--- src/rtl/fp_unit_share_arbiter.sv ---
// Round-robin arbiter that time-shares one fp unit between N_REQ requesters.
// One operation is in flight at a time, and a watchdog aborts hung operations.
module fp_unit_share_arbiter #(
  parameter int DBL_WIDTH   = 64,
  parameter int N_REQ       = 4,
  parameter int IDX_W       = $clog2(N_REQ),
  parameter int TIMEOUT_CYC = 255
) (
  input  logic                       clk,
  input  logic                       rst_n,
  input  logic [N_REQ-1:0]           req_valid,
  input  logic [N_REQ*DBL_WIDTH-1:0] req_a,
  input  logic [N_REQ*DBL_WIDTH-1:0] req_b,
  output logic [N_REQ-1:0]           req_ack,
  output logic [N_REQ-1:0]           rsp_valid,
  output logic [DBL_WIDTH-1:0]       rsp_data,
  output logic                       unit_valid,
  input  logic                       unit_ready,
  output logic [DBL_WIDTH-1:0]       unit_a,
  output logic [DBL_WIDTH-1:0]       unit_b,
  input  logic                       unit_finish,
  input  logic [DBL_WIDTH-1:0]       unit_result,
  output logic                       busy,
  output logic [IDX_W-1:0]           owner_id,
  output logic                       timeout_err
);

  localparam logic [15:0]      TIMER_LAST = 16'(TIMEOUT_CYC - 1);
  localparam logic [IDX_W-1:0] LAST_INIT  = IDX_W'(N_REQ - 1);

  typedef enum logic [1:0] {IDLE, ISSUE, WAIT} state_t;

  state_t           state;
  logic [IDX_W-1:0] last_grant;
  logic [15:0]      timer;
  logic             grant_found;
  logic [IDX_W-1:0] grant_idx;
  logic [IDX_W-1:0] cand;

  // Search upward from the requester after the last grant, wrapping once.
  always_comb begin
    grant_found = 1'b0;
    grant_idx   = '0;
    cand        = '0;
    for (int k = 1; k <= N_REQ; k++) begin
      cand = IDX_W'((int'(last_grant) + k) % N_REQ);
      if (!grant_found && req_valid[cand]) begin
        grant_found = 1'b1;
        grant_idx   = cand;
      end
    end
  end

  always_ff @(posedge clk) begin
    if (!rst_n) begin
      state       <= IDLE;
      req_ack     <= '0;
      rsp_valid   <= '0;
      rsp_data    <= '0;
      unit_valid  <= 1'b0;
      unit_a      <= '0;
      unit_b      <= '0;
      busy        <= 1'b0;
      owner_id    <= '0;
      timeout_err <= 1'b0;
      last_grant  <= LAST_INIT;
      timer       <= '0;
    end else begin
      req_ack    <= '0;
      rsp_valid  <= '0;
      unit_valid <= 1'b0;
      case (state)
        IDLE: begin
          if (grant_found) begin
            owner_id <= grant_idx;
            unit_a   <= req_a[int'(grant_idx)*DBL_WIDTH +: DBL_WIDTH];
            unit_b   <= req_b[int'(grant_idx)*DBL_WIDTH +: DBL_WIDTH];
            state    <= ISSUE;
            busy     <= 1'b1;
          end
        end
        ISSUE: begin
          if (unit_ready) begin
            unit_valid        <= 1'b1;
            req_ack[owner_id] <= 1'b1;
            timer             <= '0;
            state             <= WAIT;
          end
        end
        WAIT: begin
          // A finish on the watchdog's final cycle still completes normally.
          if (unit_finish) begin
            rsp_data            <= unit_result;
            rsp_valid[owner_id] <= 1'b1;
            last_grant          <= owner_id;
            state               <= IDLE;
            busy                <= 1'b0;
          end else if (timer == TIMER_LAST) begin
            timeout_err <= 1'b1;
            last_grant  <= owner_id;
            state       <= IDLE;
            busy        <= 1'b0;
          end else begin
            timer <= timer + 16'd1;
          end
        end
        default: begin
          state <= IDLE;
          busy  <= 1'b0;
        end
      endcase
    end
  end

endmodule

--- config.mk ---
export PLATFORM = sky130hd
export DESIGN_NAME = fp_unit_share_arbiter
export DESIGN_NICKNAME = d
export VERILOG_FILES = /design/src/rtl/fp_unit_share_arbiter.sv
export SDC_FILE = /design/constraint.sdc
export NUM_CORES = 1
export LEC_CHECK = 0
export CORE_AREA = 2 2 304 306
export CTS_CLUSTER_SIZE = 25
export DETAILED_ROUTE_END_ITERATION = 10
export DIE_AREA = 0 0 306 308
export HOLD_SLACK_MARGIN = 0.02
export SYNTH_ARGS = -nofsm -noshare
export SYNTH_HDL_FRONTEND = slang
export SYNTH_SLANG_ARGS = --single-unit
--- constraint.sdc ---
create_clock -name clk -period 2.6 [get_ports clk]
set_input_delay 0.78 -clock clk [delete_from_list [all_inputs] [get_ports clk]]
set_output_delay 0.78 -clock clk [all_outputs]
set_load 0.05 [all_outputs]
==> out/results.txt <==
Worst Hold End: last_grant[1]
R2r endpoint: unit_a[54]
Vias in the first global route: 14900
Met3 WL: 7.992 mm
LEAKAGE: 10.32 nW
Fin area: 24080 sq um
Layout Skew: 0.04036 ns
Routed vias: 14900
Metal-1 WL: 32.40 mm
Initial Util: 13.81%
Largest net degree at the start of global routing: 74
Die Footprint: 94250 sq um
WHS Path Cells: 2
Port bufs: 788
Cell Count, Final, Fillers Out: 3412
EDFF count, synth: 0
Placed inst area: 22960 sq um
Netlist cell types: 49
Top-count cell post-synth: dfxtp_1
DR WL/cell: 23.62 microns
GPL Wtd Cong: 0.9106
Syn_nets: 1948
Chip Height: 308 microns
Total power: 0.01266 W
GRT Total Usage: 15.92%
Fin nets: 2787
Final Hold Viols: 0
DRT Pass-1 Iters: 5
Run status: completed
Normalized max-slew margin: 55.53%
Setup crit start kind: input pin
Synth area leader: dfxtp_1
Met2 Routed Length: 37.90 mm
Root Buffer: clkbuf_16
Clock buffer depth: 3
Drt drc: 0
R2R depth: 6
Worst Setup End Kind: flop
Slew Viols, Final: 0
Crit path kind: in -> reg
Routed Wire Length: 80.59 mm
Max cap viols: 0
Core box area: 90970 sq um
Maximum clock frequency: 0.3886 GHz
Ys async rst share: 0%
Max incr delay on CP: 0.46 ns
Fin crit share: 98.97%
Synth Warn #: 0
Beginning of the critical path: req_valid[1]
Hold slack: 0.4458 ns
Crit-path leading delay family: buffers and inverters
Sequential area share after synthesis: 35.86%
Maximum vdd drop: 0.5460 mV
Buf/Inv on CP: 5
Iter 0 DRT Violations: 969
Reg2Reg Launch Point: last_grant[1]
CP Data Arrival Time: 3.04 ns
Hold buffers post-CTS: 0
Cell mode on critical path: buf_12
Area growth syn-to-layout: 91.70%
WP data required: 3.07 ns
Global-route wire length before repair: 109.4 mm
R2R setup slack: 0.37 ns
Leading register cell type out of synthesis: dfxtp_1
Max H-tree Level: 1
Final worst slack: 0.02690 ns
Post-DP HPWL: 64.60 mm
Clock slew at reported path FFs: 0.06 ns
CP max-delay cell: clkdlybuf4s50_1
Tightest Pin Transition: 0.6671 ns
Core Rows: 111
Worst hold path startpoint: rst_n
Final antenna-violating net count: 0
Synthesized area: 12560 sq um
Gate Count Post-Synth: 1362
Routed vias/inst: 4.367
Synth top area share: 35.86%
Layout cells sized above 1: 18.12%
Mapped Avg Cell Area: 9.221 sq um
Largest cells by area after synthesis: dfxtp_1 36%, mux2_4 12%, a221o_1 10%, o31ai_1 7.7%, nand4_1 6.6%
Hold Crit Class: in -> reg
Yosys reg bits: 225
Power density over the cells: 525.8 nW/um^2
FILL cells: 9692
Ports: 789
Antenna violations before repair: 22
Top sig layer: met5
Die width: 306 microns
Clk_lat worst skew: 0.62 ns
Critical path, cell by cell: clkdlybuf4s50_1 > buf_4 > o21a_4 > nor3_4 > buf_12 > buf_12 > buf_12 > mux2_4 > a221o_1
Critical path peak fanout: 18
Placed cells: 3353
Dpl ws: -0.6895 ns
CTS tree: built
Commonest cells post-synth: 225 x dfxtp_1, 144 x nand2_1, 132 x a21oi_1, 132 x nand4_1
Overflow after GRT: 0
Number of CTS-inserted buffers: 30
Final Setup Violations: 0
Min Tclk post-route: 2.573 ns
Clk sinks: 225
sequential cells by signal, summed over array words and instances, names as in the netlist, 2 cells and up:
name        flops
timer          16
state           2
owner_id        2
rsp_valid       4
rsp_data       64
unit_a         64
unit_b         64
last_grant      2
req_ack         4
power by group:
group	switching (W)	internal (W)	leakage [nW]
Sequential	0.000182	0.00373	1.84
Combinational	0.00228	0.00203	7.96
Clock	0.00181	0.00262	0.517
cells in the final DEF (no fill, tap or decap), types with 3 or more instances in the layout:
cell type / instances
a21boi_0: 64
a21oi_1: 132
a221o_1: 128
and4_1: 3
buf_12: 35
buf_4: 187
bufinv_16: 3
clkbuf_1: 4
clkbuf_16: 31
clkbuf_8: 7
clkdlybuf4s50_1: 627
clkinv_2: 7
dfxtp_1: 225
dlygate4sd2_1: 77
dlymetal6s2s_1: 45
inv_1: 7
mux2_1: 18
mux2_2: 10
mux2_4: 100
mux2i_1: 4
nand2_1: 143
nand2b_1: 3
nand3_1: 11
nand4_1: 132
nor2_1: 26
nor2b_1: 5
nor3_1: 5
o21ai_0: 3
o31ai_1: 128
xnor2_1: 3
xor2_1: 10
what timing repair did:
item / 4_1_cts / 5_1_grt
pin swaps: 0 / 1
gates cloned: 0 / 1
setup buffers: 0 / 1
endpoints found under the setup margin: 101 / 68
resized for setup: 77 / 46
worst max-delay path by stage:
stage              endpoint  slack, ns  depth (start not counted)
5_1_grt          unit_a[24]    -0.0008                          9
6_report         unit_b[37]       0.03                          9
3_5_place_dp     unit_b[37]      -0.69                          8
4_1_cts        rsp_data[47]     0.0001                          1
3_3_place_gp     unit_a[59]      -0.70                          8
2_1_floorplan    unit_a[14]       0.17                          7
metrics by stage:
step	TNS, ns	utilization, %
finish	0	26.47
CTS	0	26.28
detailed placement	-79.77	25.24
global placement	-80.28	25.24
global route	-0.0008489	26.46
floorplan	0	-
per-layer routing:
metal / up-vias / track usage, %
met4: 30 / 4.067
met2: 731 / 27.06
met5: - / 0
met1: 7047 / 18.92
met3: 125 / 5.758
li1: 6967 / -
logic make-up (layout without fill, tap and decap cells):
logic type | Yosys count | count (layout) | synth area share (%)
DFF | 225 | 225 | 35.86
and+or+nand+nor | 352 | 352 | 14.37
muxes | 132 | 132 | 14.78
AOI/OAI and AO/OA | 465 | 465 | 27.66
other | 0 | 2 | 0
buffers and inverters | 173 | 1035 | 6.216
adders and majority gates | 2 | 2 | 0.1992
xor gates and xnor gates | 13 | 13 | 0.9066
worst reg2reg max path: cells and delay by family (launching register included):
family	cells	cell delay, ns
AOI/OAI and AO/OA	2	0.70
buffers and inverters	3	0.57
DFF	1	0.57
and+or+nand+nor	1	0.29
final cells by class:
cell class / count / area (sq um) / share of cell area, %
Sequential cell: 225 / 4504 / 18.71
Clock inverter: 14 / 182.7 / 0.7587
Multi-Input combinational cell: 964 / 7365 / 30.59
Timing Repair Buffer: 973 / 9648 / 40.07
Antenna cell: 2 / 5.005 / 0.02079
Inverter: 7 / 26.28 / 0.1091
Tap cell: 1186 / 1484 / 6.163
Clock buffer: 41 / 862.1 / 3.581
Note: power is estimated with default switching activity, not from simulation.
